$ cat src/rtl/bpu_pkg.sv
// -----------------------------------------------------------------------------
// bpu_pkg: shared definitions for the branch prediction unit.
//   - 2-bit direction counter encodings (SNT/WNT/WT/ST)
//   - counter value loaded at reset
//   - default BTB depth
// -----------------------------------------------------------------------------
package bpu_pkg;

  typedef enum logic [1:0] {
    CTR_SNT = 2'd0,
    CTR_WNT = 2'd1,
    CTR_WT  = 2'd2,
    CTR_ST  = 2'd3
  } ctr_e;

  localparam logic [1:0] CTR_RST       = CTR_WNT;
  localparam int         BTB_DEPTH_DEF = 16;

endpackage

$ cat src/rtl/bpu_ctr.sv
// -----------------------------------------------------------------------------
// bpu_ctr: combinational next-state of a 2-bit saturating direction counter.
// Ports:
//   i_ctr          in  2  current counter value
//   i_taken        in  1  resolved direction (count up when set)
//   i_force_strong in  1  load strongly-taken regardless of direction (jumps)
//   o_ctr          out 2  next counter value
// -----------------------------------------------------------------------------
module bpu_ctr
  import bpu_pkg::*;
(
  input  logic [1:0] i_ctr,
  input  logic       i_taken,
  input  logic       i_force_strong,
  output logic [1:0] o_ctr
);

  always_comb begin
    o_ctr = i_ctr;
    if (i_force_strong) begin
      o_ctr = CTR_ST;
    end else if (i_taken) begin
      if (i_ctr != CTR_ST) o_ctr = i_ctr + 2'd1;
    end else begin
      if (i_ctr != CTR_SNT) o_ctr = i_ctr - 2'd1;
    end
  end

endmodule

$ cat src/rtl/bpu.sv
// -----------------------------------------------------------------------------
// bpu: direct-mapped BTB with 2-bit direction counters.
//   Lookup is combinational on if_pc_i; EX trains the table with the resolved
//   outcome; a mispredict produces a registered one-cycle redirect pulse.
// Parameters: PC_W (PC width), ENTRIES (BTB depth, power of two, >= 2).
// Ports:
//   clock, reset_n                       clock / async active-low reset
//   if_pc_i -> pred_taken_o, pred_pc_o   fetch-side prediction
//   ex_valid_i, ex_pc_i, ex_pred_pc_i,
//   ex_is_branch_i/jal_i/jalr_i,
//   ex_taken_i, ex_npc_i                 resolved control transfer from EX
//   redirect_valid_o, redirect_pc_o      mispredict flush request
//   perf_branch_cnt_o, perf_miss_cnt_o   performance counters
// Build option: YSYX_23060251_BPU_PERF_EN enables the performance counters;
//   when undefined both counter ports read 0 and no counter flops exist.
// -----------------------------------------------------------------------------
module bpu
  import bpu_pkg::*;
#(
  parameter int PC_W    = 32,
  parameter int ENTRIES = BTB_DEPTH_DEF
) (
  input  logic            clock,
  input  logic            reset_n,
  input  logic [PC_W-1:0] if_pc_i,
  output logic            pred_taken_o,
  output logic [PC_W-1:0] pred_pc_o,
  input  logic            ex_valid_i,
  input  logic [PC_W-1:0] ex_pc_i,
  input  logic [PC_W-1:0] ex_pred_pc_i,
  input  logic            ex_is_branch_i,
  input  logic            ex_is_jal_i,
  input  logic            ex_is_jalr_i,
  input  logic            ex_taken_i,
  input  logic [PC_W-1:0] ex_npc_i,
  output logic            redirect_valid_o,
  output logic [PC_W-1:0] redirect_pc_o,
  output logic [31:0]     perf_branch_cnt_o,
  output logic [31:0]     perf_miss_cnt_o
);

  localparam int IDX_W = $clog2(ENTRIES);
  localparam int TAG_W = PC_W - IDX_W - 2;

  // Control state (reset) and entry payload (not reset; qualified by valid).
  logic [ENTRIES-1:0] r_valid;
  logic [1:0]         r_ctr    [ENTRIES];
  logic [TAG_W-1:0]   r_tag    [ENTRIES];
  logic [PC_W-1:0]    r_target [ENTRIES];
  logic               r_jump   [ENTRIES];

  logic               r_redir_vld_p1;
  logic [PC_W-1:0]    r_redir_pc_p1;

  // PCs are word aligned; the low two bits never index or tag.
  logic w_unused_lsb;
  assign w_unused_lsb = ^{if_pc_i[1:0], ex_pc_i[1:0]};

  // ---- stage p0: combinational lookup for fetch ----
  logic [IDX_W-1:0] w_if_idx;
  logic [TAG_W-1:0] w_if_tag;
  logic             w_if_hit;

  assign w_if_idx     = if_pc_i[IDX_W+1:2];
  assign w_if_tag     = if_pc_i[PC_W-1:IDX_W+2];
  assign w_if_hit     = r_valid[w_if_idx] && (r_tag[w_if_idx] == w_if_tag);
  assign pred_taken_o = w_if_hit && (r_jump[w_if_idx] || r_ctr[w_if_idx][1]);
  assign pred_pc_o    = pred_taken_o ? r_target[w_if_idx] : (if_pc_i + PC_W'(4));

  // ---- stage p0: EX-side training decisions ----
  logic [IDX_W-1:0] w_ex_idx;
  logic [TAG_W-1:0] w_ex_tag;
  logic             w_ex_hit;
  logic             w_ex_jump;
  logic             w_ex_taken;
  logic             w_upd_hit;
  logic             w_upd_alloc;
  logic             w_wr_target;
  logic [1:0]       w_ctr_nxt;
  logic             w_mispred;

  assign w_ex_idx    = ex_pc_i[IDX_W+1:2];
  assign w_ex_tag    = ex_pc_i[PC_W-1:IDX_W+2];
  assign w_ex_hit    = r_valid[w_ex_idx] && (r_tag[w_ex_idx] == w_ex_tag);
  assign w_ex_jump   = ex_is_jal_i || ex_is_jalr_i;
  assign w_ex_taken  = w_ex_jump || (ex_is_branch_i && ex_taken_i);
  assign w_upd_hit   = ex_valid_i && w_ex_hit && (ex_is_branch_i || w_ex_jump);
  // A not-taken branch that misses leaves the table alone.
  assign w_upd_alloc = ex_valid_i && !w_ex_hit && w_ex_taken;
  assign w_wr_target = w_upd_alloc || (w_upd_hit && w_ex_taken);
  assign w_mispred   = ex_valid_i && (ex_npc_i != ex_pred_pc_i);

  bpu_ctr u_ctr (
    .i_ctr          (r_ctr[w_ex_idx]),
    .i_taken        (ex_taken_i),
    .i_force_strong (w_ex_jump),
    .o_ctr          (w_ctr_nxt)
  );

  always_ff @(posedge clock or negedge reset_n) begin
    if (!reset_n) begin
      r_valid <= '0;
      for (int i = 0; i < ENTRIES; i++) r_ctr[i] <= CTR_RST;
    end else if (w_upd_alloc) begin
      r_valid[w_ex_idx] <= 1'b1;
      r_ctr[w_ex_idx]   <= w_ex_jump ? CTR_ST : CTR_WT;
    end else if (w_upd_hit) begin
      r_ctr[w_ex_idx]   <= w_ctr_nxt;
    end
  end

  always_ff @(posedge clock) begin
    if (w_upd_alloc) r_tag[w_ex_idx] <= w_ex_tag;
    if (w_wr_target) r_target[w_ex_idx] <= ex_npc_i;
    if (w_upd_alloc || (w_upd_hit && w_ex_jump)) r_jump[w_ex_idx] <= w_ex_jump;
  end

  // ---- stage p1: registered redirect ----
  always_ff @(posedge clock or negedge reset_n) begin
    if (!reset_n) begin
      r_redir_vld_p1 <= 1'b0;
      r_redir_pc_p1  <= '0;
    end else begin
      r_redir_vld_p1 <= w_mispred;
      if (w_mispred) r_redir_pc_p1 <= ex_npc_i;
    end
  end

  assign redirect_valid_o = r_redir_vld_p1;
  assign redirect_pc_o    = r_redir_pc_p1;

`ifdef YSYX_23060251_BPU_PERF_EN
  logic [31:0] r_perf_branch;
  logic [31:0] r_perf_miss;

  always_ff @(posedge clock or negedge reset_n) begin
    if (!reset_n) begin
      r_perf_branch <= '0;
      r_perf_miss   <= '0;
    end else begin
      if (ex_valid_i) r_perf_branch <= r_perf_branch + 32'd1;
      if (w_mispred)  r_perf_miss   <= r_perf_miss + 32'd1;
    end
  end

  assign perf_branch_cnt_o = r_perf_branch;
  assign perf_miss_cnt_o   = r_perf_miss;
`else
  assign perf_branch_cnt_o = '0;
  assign perf_miss_cnt_o   = '0;
`endif

endmodule

$ cat config.mk
export PLATFORM = sky130hd
export DESIGN_NAME = bpu
export DESIGN_NICKNAME = d
export VERILOG_FILES = /design/src/rtl/bpu_pkg.sv /design/src/rtl/bpu_ctr.sv /design/src/rtl/bpu.sv
export SDC_FILE = /design/constraint.sdc
export NUM_CORES = 1
export LEC_CHECK = 0
export ABC_CLOCK_PERIOD_IN_PS = 4250
export BUFFER_PORTS_ARGS = -buffer_cell sky130_fd_sc_hd__buf_2
export CAP_MARGIN = 20
export CORE_MARGIN = 4
export CORE_UTILIZATION = 55
export CTS_CLUSTER_DIAMETER = 150
export DETAILED_ROUTE_END_ITERATION = 8
export PLACE_DENSITY = 0.76
export SYNTH_ARGS = -nofsm -noshare
export SYNTH_HDL_FRONTEND = slang
export SYNTH_SLANG_ARGS = --single-unit
$ cat constraint.sdc
create_clock -name clock -period 4.25 [get_ports clock]
set_input_delay 0.2125 -clock clock [delete_from_list [all_inputs] [get_ports clock]]
set_output_delay 0.2125 -clock clock [all_outputs]
set_load 0.01 [all_outputs]
# Word level (Yosys, flattened, before mapping)
# Memories as Yosys holds them, arrays and structs flattened.
# Cells that the tools add are included.
# W data, S select, Z words.
dict set report totals {
  ff_bits 81
  latchBits 0
  ramBits 944
  romBits 0
  output_inout_bits 130
  word_cells 90
  n_memories 3
}
# memory depth word_bits rd rd_ports_with_merged_regs wr line_no
set memory_table {}
lappend memory_table {r_target 16 32 1 0 1 bpu.sv:49} ;# logic [PC_W-1:0] r_target [ENTRIES];
lappend memory_table {r_tag 16 26 2 0 1 bpu.sv:48} ;# logic [TAG_W-1:0] r_tag [ENTRIES];
lappend memory_table {r_jump 16 1 1 0 1 bpu.sv:50} ;# logic r_jump [ENTRIES];
dict set report classes {
  addsub 3
  n_mul 0
  n_div 0
  magnitude_cmp 6
  n_eq_ne 4
  shift 0
  mux 30
  bitwise 3
  reduce_logical 22
}
# op n
set ops {}
lappend ops {{$mux W32} 3}
lappend ops {{$bwmux W32} 2}
lappend ops {{$eq A26 B26 Y1} 2}
lappend ops {{$add A32 B3 Y32 const B} 1}
lappend ops {{$ne A32 B32 Y1} 1}
lappend ops {{$mux W2} 9}
lappend ops {{$bmux W2 S4} 2}
lappend ops {{$or A16 B16 Y16} 1}
lappend ops {{$logic_and A1 B1 Y1} 13}
lappend ops {{$ge A5 B5 Y1 const B} 2}
lappend ops {{$lt A4 B5 Y1 const B} 2}
lappend ops {{$mux W1} 10}
lappend ops {{$not A4 Y5} 2}
lappend ops {{$bmux W1 S4} 2}
lappend ops {{$demux W2 S4} 1}
lappend ops {{$logic_or A1 B1 Y1} 6}
lappend ops {{$lt A5 B1 Y1 const B} 1}
lappend ops {{$demux W1 S4} 1}
lappend ops {{$ge A4 B1 Y1 const B} 1}
lappend ops {{$reduce_bool A2 Y1} 2}
lappend ops {{$add A2 B1 Y2 const B} 1}
lappend ops {{$ne A2 B2 Y1 const B} 1}
lappend ops {{$sub A2 B1 Y2 const B} 1}
lappend ops {{$logic_not A1 Y1} 1}

# Longest topological paths before layout
# Gate-level depths: netlist (run 1).
dict set report depth {
  word_depth 11
  depth_mapped 17
}

# Hierarchy
# A second synthesis (run 1) with hierarchy kept.
dict set report unflattened {
  hier_cells 2343
  hier_area_um2 45329.7
}
# module instances cells_per_inst area_each_um2 seq_area_each_um2
set modules_own_cells {}
lappend modules_own_cells {bpu 1 2336 45293.4 30394.2}
lappend modules_own_cells {bpu_ctr 1 7 36.3 0.0}

# Least setup slack after synthesis (run 1)
# No wires, ideal clock.
dict set report synth_path {
  kind {input to register}
  start {input ex_pc_i[5]}
  end {memory r_tag[11][0] (netlist name), enable pin}
  setup_time_ns 0.445
  arrival_time_ns 4.542
  t_required_ns 3.805
  path_slack_ns -0.737
  path_stages 12
  path_cell_list {buf_2 buf_2 buf_2 buf_2 mux4_2 mux2i_1 xnor2_1 nor3_1 o211ai_1 nor3_2 clkbuf_1 nor3_1}
}
dict set report synth_via {
  elab_chain_cells 8
  elab_cells_between_ends 10
}
# element line_no
set synth_lines {}
lappend synth_lines {{from (decl)} bpu.sv:29} ;# input logic [PC_W-1:0] ex_pc_i,
lappend synth_lines {{$mem_v2 Z16 W26 or $bmux W1 S4 (tied branches)} --}
lappend synth_lines {{$eq A26 B26 Y1 or $mux W1 (tied branches)} bpu.sv:84} ;# assign w_ex_hit = r_valid[w_ex_idx] && (r_tag[w_ex_idx] == w_ex_tag);
lappend synth_lines {{$logic_and A1 B1 Y1} bpu.sv:84}
lappend synth_lines {{$logic_not A1 Y1} bpu.sv:89} ;# assign w_upd_alloc = ex_valid_i && !w_ex_hit && w_ex_taken;
lappend synth_lines {{$logic_and A1 B1 Y1 (2 in series)} bpu.sv:89}
lappend synth_lines {{$mux W1} bpu.sv:113} ;# if (w_upd_alloc) r_tag[w_ex_idx] <= w_ex_tag;
lappend synth_lines {{$mux W1 (implied by the code)} bpu.sv:113}
lappend synth_lines {{to (decl)} bpu.sv:48}
# Parallel ways exist; a longest one is shown, timed or not. The select of a mux whose other input is x is not followed.

==> flow_summary.ini, run 1 <==
[status]
status = complete, no violations

[clock_tree]
clockBufferDepth = 3
root_buffer = clkbuf_16
clk_pin_slew_ns = 0.06
cts_max_level = 3
cts_setup_buffers = 0
cts.sinks = 1025
clock_latency_ns = 0.66
numCtsBuffers = 98
cts_tree = yes

[floorplanning]
coreArea_um2 = 82110
die_height_um = 295.8
rows = 105
die_w_um = 295.8
die-area_um2 = 87500
initial_core_util_pct = 55.48
io_pins = 265

[timing]
min_period_ns = 4.060
setup_violations = 0
fin_skew_ns = 0.02537
period_share_pct = 95.53
max_slew_margin_pct = 36.07
tightest_slew_ns = 0.9579
hold_viol_final = 0
slew_viol_final = 0
fmax_mhz = 246.3

[critical_path]
max_stage_delay_ns = 0.55
cp-end-kind = output pin
crit_arrival_ns = 3.85
slowest_stage = mux4_2
critPathKind = reg -> out
cp_cell_sequence = mux4_2 -> mux4_2 -> xnor2_2 -> nand4_1 -> nor3_1 -> nand4_1 -> buf_12 -> mux2_2 -> buf_2
cp.required_ns = 4.04
cp-start-kind = flip-flop
path_max_fanout = 34

[drt]
via_per_inst = 6.722
drtIter0Drc = 3611
wl_mm = 124.6
num_vias = 26140
drtAntennaViolNets = 0
drc = 0
post_drt_wl_per_cell_um = 32.04
dr.pass1.iters = 8

[placement]
routabilityCongestion = 0.9361
post-dp-hpwl_mm = 77.21
place_inst = 3644
io_buffers = 198

[grt]
gr-total-overflow = 0
grt_max_degree = 117
grt_pass1_vias = 26680
grt_antenna_before_repair = 6
grt_pass1_wl_mm = 182.4
grt.total_usage_pct = 28.74

[synth]
synth_top_area_share_pct = 62.22
netlist_top_cells_area = edfxtp_1 (62%), mux4_2 (19%), dfrtp_1 (3.6%)
post_synth.cell_area_avg_um2 = 19.08
synth-main-ff-cell = edfxtp_1
ys_async_sr_fraction_pct = 7.902
synth_cell_type_count = 64
syn_inst = 2388
synth_edf_count = 944
yosys.area.top_type = edfxtp_1
seq_area_frac_synth_pct = 66.71
ys_ff_latch = 1025
synth_warnings = 0
synth_area_um2 = 45560

[power]
powerDensity_nw_per_um2 = 431.3
leakage_nw = 17.66
total_power_mw = 22.71
irDropWorstVdd_mv = 0.3233

[final_layout]
layout.nets = 2870
fin_cells = 3889
drive_above_1_share_pct = 35.29
utilization_pct = 64.14
area_growth_pct = 15.59
fillers = 5379

[worst_hold_path]
hold_path.class = in -> async

[job]
max_cap_violations = 0
synth_stat cells, types with 4 or more instances:
cell	number
edfxtp_1	944
mux4_2	381
nand2_1	137
clkbuf_1	80
buf_4	70
xnor2_1	69
mux2i_1	67
dfrtp_1	65
mux2_2	59
nor2_1	59
xor2_1	49
nor4_1	44
nor3_1	38
nand3_1	35
buf_1	28
o21ai_0	23
buf_2	19
or2_2	18
dfstp_2	16
o32a_1	16
a211oi_1	13
inv_1	13
a22oi_1	12
buf_6	11
nand4_1	11
a221oi_1	8
o211ai_1	8
o22ai_1	8
a22o_1	7
and3_1	7
mux4_1	7
o31a_1	7
nor2b_1	6
and2_1	5
a21oi_1	4
state kept, by name (all words and copies together), names as in the netlist:
register and flops:
r_target 512, r_tag 416, r_ctr 32, redirect_pc_o 32
r_jump 16, r_valid 16, redirect_valid_o 1
area by class of cell:
cell class / instances / area, um2 / area share (%)
multi-input combinational: 1201 / 14380 / 27.30
timing repair buffer: 393 / 3137 / 5.956
tap: 1070 / 1339 / 2.542
clock inverter: 59 / 744.5 / 1.414
antenna: 2 / 5.005 / 0.009503
sequential: 1025 / 30390 / 57.71
clock buffer: 124 / 2610 / 4.956
inverter: 15 / 56.30 / 0.1069
kinds of logic after synthesis:
group / count (synthesis) / synth area share [%]
flip-flops: 1025 / 66.71
AND/OR/NAND/NOR: 368 / 3.806
AO/OA/AOI/OAI: 134 / 2.227
adder cells (fa/ha/maj): 3 / 0.07140
multiplexers: 514 / 22.17
buffers and inverters: 225 / 2.735
other: 1 / 0.008231
XOR/XNOR: 118 / 2.268
stage by stage:
step / hold WS, ns / setup WS, ns / area (um2) / setup TNS [ns]
CTS: 0.2965 / 0.1128 / 52620 / 0
global placement: 0.4586 / 0.05179 / 48680 / 0
floorplan: -0.08309 / -0.7373 / 45800 / -301.61
detailed placement: 0.4590 / 0.06085 / 48680 / 0
global route: 0.1004 / -0.002298 / 52660 / -0.003603
finish: 0.08472 / 0.1900 / 52660 / 0
power breakdown:
group          total (mW)  leakage [nW]  switching [mW]  internal (mW)
Clock                9.01          1.63            3.77           5.24
Sequential           11.5          9.44           0.159           11.3
Combinational        2.20          6.58            1.24          0.960
Total                22.7          17.7            5.17           17.5
final timing paths:
path                              startpoint                 to  slack (ns)  cells after the start
min                                  reset_n  redirect_pc_o[30]        0.08                      2
max in group asynchronous            reset_n           r_ctr[2]        3.43                      3
min reg2reg                redirect_pc_o[27]  redirect_pc_o[27]        0.48                      2
max reg2reg                    r_tag[14][12]          r_jump[0]        0.24                     12
max                              r_tag[7][2]       pred_pc_o[9]        0.19                      9
min in group clock            ex_is_branch_i          r_ctr[18]        0.33                      6
layout by cell type, fill, tap and decap left out, types with 17 or more instances in the layout:
cell type	Yosys	final
conb_1	1	64
mux2_2	59	59
or2_2	18	18
mux2i_1	67	67
xor2_1	49	49
edfxtp_1	944	944
nor3_2	1	17
clkbuf_1	80	20
buf_2	19	190
nand3_1	35	35
buf_4	70	102
nor3_1	38	22
dfrtp_1	65	65
clkbuf_16	0	98
clkinv_1	2	17
o21ai_0	23	22
nor4_1	44	44
clkinv_2	0	18
buf_12	2	38
dlygate4sd3_1	0	59
xnor2_1	69	68
nor2_1	59	43
nand2_1	137	137
mux4_2	381	381
worst max-delay path, delay by kind of cell, from the launching register on:
family        cells  cell delay [ns]
xor+xnor          1             0.37
buf+inv           2             0.40
flops             1             0.40
mux               3             1.43
simple gates      3             0.56
repair_timing:
action,CTS,global route
hold buffers,59,0
setup endpoints to repair,0,24
gates resized for setup,0,1
hold endpoints to repair,946,0
metal layers:
layer	routed length, um	vias up	share of wire [%]	global-route usage (%)
met1	45940	13590	37	40.04
met4	3508	6	2.8	8.570
met3	14680	247	12	7.564
li1	-	10450	-	-
met2	60440	1852	48	45.57
met5	45	-	0.036	0
Power figures use the tool's default switching activity.
==> run 2, diff against run 1 <==
==> constraint.sdc (replaced) <==
create_clock -name clock -period 4.25 [get_ports clock]
set_input_delay 0.6375 -clock clock [delete_from_list [all_inputs] [get_ports clock]]
set_output_delay 0.6375 -clock clock [all_outputs]
set_load 0.01 [all_outputs]
==> run 2 against run 1 <==
  * The flow now finishes with violations (setup timing)
  * Die area did not move
  * Clock power fell by 5.4%
  * Critical path depth rose by 4
  * Setup slack got worse by 0.36 ns
  * Final cell count rose by 1.9%
  * Routed wire length rose by 3.7%
  * Sequential cell count did not move
  * Design area rose by 1.9%
  * First-iteration DRC count rose by 12%
  * Clock-buffer cell count rose by 6
  * Via count rose by 2.4%
  * Register-to-register slack improved by 0.07 ns
  * Critical endpoint is now pred_pc_o[15]
==> flow_summary.ini, run 2 (synthesized netlist as in run 1, its figures left out) <==
[status]
status = finished with violations
violations = setup timing

[floorplanning]
die-area_um2 = 87500
initial_core_util_pct = 55.48
rows = 105
io_pins = 265
coreArea_um2 = 82110
die_height_um = 295.8
die_w_um = 295.8

[critical_path]
crit_family = multiplexers
max_stage_delay_ns = 0.60
cp-start-kind = primary input
cp.depth = 13
cp.required_ns = 3.61
critPathKind = in -> out
setup.worst_path.start = if_pc_i[2]
reg2reg_depth = 9
r2r-start = r_tag[11][5]
cp_num_buf_inv = 6
path_max_fanout = 8
cp_cell_sequence = buf_16 -> buf_12 -> buf_12 -> mux4_2 -> mux4_2 -> xnor2_4 -> nand4_1 -> nor2_1 -> nand4_1 -> buf_6 -> buf_16 -> mux2_2 -> buf_6
cp-end-kind = output pin
slowest_stage = mux4_2
crit_arrival_ns = 3.78

[drt]
wl_mm = 129.2
drtAntennaViolNets = 0
drc = 0
dr.pass1.iters = 8
via_per_inst = 6.758
num_vias = 26770
drtIter0Drc = 4047
post_drt_wl_per_cell_um = 32.62

[timing]
setup_violations = 32
slew_viol_final = 0
hold_viol_final = 0
period_share_pct = 104.0
fin_skew_ns = 0.04282
setup_ws_ns = -0.1684
fmax_mhz = 226.3
grt_setup_unrepaired = true
tightest_slew_ns = 1.042
min_period_ns = 4.418
max_slew_margin_pct = 30.43

[clock_tree]
root_buffer = clkbuf_16
clk_pin_slew_ns = 0.06
cts.sinks = 1025
numCtsBuffers = 99
clockBufferDepth = 3
clock_latency_ns = 0.68
cts_max_level = 3
cts_tree = yes

[final_layout]
area_growth_pct = 17.77
largest_reg_flops = 512
layout.nets = 2941
drive_above_1_share_pct = 38.53
fin_area_um2 = 53660
final_common_cell = edfxtp_1
largest_register = r_target
reg_top3 = r_target: 512 flops, r_tag: 416 flops
final_cell_mix = edfxtp_1 (944), mux4_2 (381), buf_4 (189)

[power]
irDropWorstVdd_mv = 0.3057
powerDensity_nw_per_um2 = 416.6
leakage_nw = 18.21
total_power_mw = 22.35

[placement]
routabilityCongestion = 0.9438
postPlaceCellArea_um2 = 49910
post-dp-hpwl_mm = 82.10
io_buffers = 198

[worst_hold_path]
hp-start = ex_npc_i[0]
whs_path_depth = 3
hold_path.class = in -> reg

[grt]
grt.total_usage_pct = 29.47
grt_pass1_vias = 26830
grt_max_degree = 130
gr-total-overflow = 0
grt_pass1_wl_mm = 184.9
grt_antenna_before_repair = 13

[job]
max_cap_violations = 0
## run 2: final cells by class
cell class / instances / area (um2)
Clock inverter: 52 / 500.5
Clock buffer: 130 / 2625
Sequential cell: 1025 / 30390
Fill cell: 5302 / 28450
Tap cell: 1070 / 1339
Antenna cell: 5 / 12.51
Inverter: 15 / 56.30
Multi-Input combinational cell: 1201 / 14560
Timing Repair Buffer: 463 / 4165
## run 2: what timing repair did
action,in CTS,in global routing
hold buffers,0,1
resized for setup,49,3
setup buffers,14,1
hold endpoints to repair,0,33
setup endpoints to repair,33,33
pin swaps,12,3
cloned,4,2
## run 2: power breakdown
part	internal [mW]	total, mW	switching, mW
combinational	1.04	2.32	1.28
sequential	11.3	11.5	0.156
clock	4.75	8.52	3.78
total	17.1	22.4	5.21
## run 2: path summary, 6_finish.rpt
check | slack [ns] | endpoint
worst min register to register | 0.47 | redirect_pc_o[1]
max in group asynchronous | 3.01 | r_ctr[4]
min in group asynchronous | 0.51 | redirect_pc_o[25]
worst min-delay path | 0.35 | redirect_pc_o[0]
worst max-delay path | -0.17 | pred_pc_o[15]
worst max register to register | 0.31 | r_jump[6]
## run 2: stage by stage
stage	hold WS [ns]	std cells	utilization, %	worst slack [ns]	setup TNS [ns]
floorplan	0.3419	2451	-	-0.1360	-5.771
detailed placement	0.4582	3752	60.78	-0.5141	-75.90
global route	0.3488	3959	65.34	-0.2394	-6.431
CTS	0.2059	3952	65.22	-0.1378	-2.152
global placement	0.4631	3752	60.78	-0.5218	-72.17
finish	0.3496	3961	65.35	-0.1684	-4.245
## run 2: tightest hold or removal path: cells and delay by family
family,cells,cell delay [ns]
buffers and inverters,1,0.21
AND/OR/NAND/NOR,2,0.14
## run 2: layer usage
metal  share of wire, %  vias up  track usage [%]
li1                   -    10620                -
met1                 38    14010            42.81
met2                 48     1880            45.64
met3                 12      258            6.965
met4                3.0        8            8.499
met5              0.039        -                0
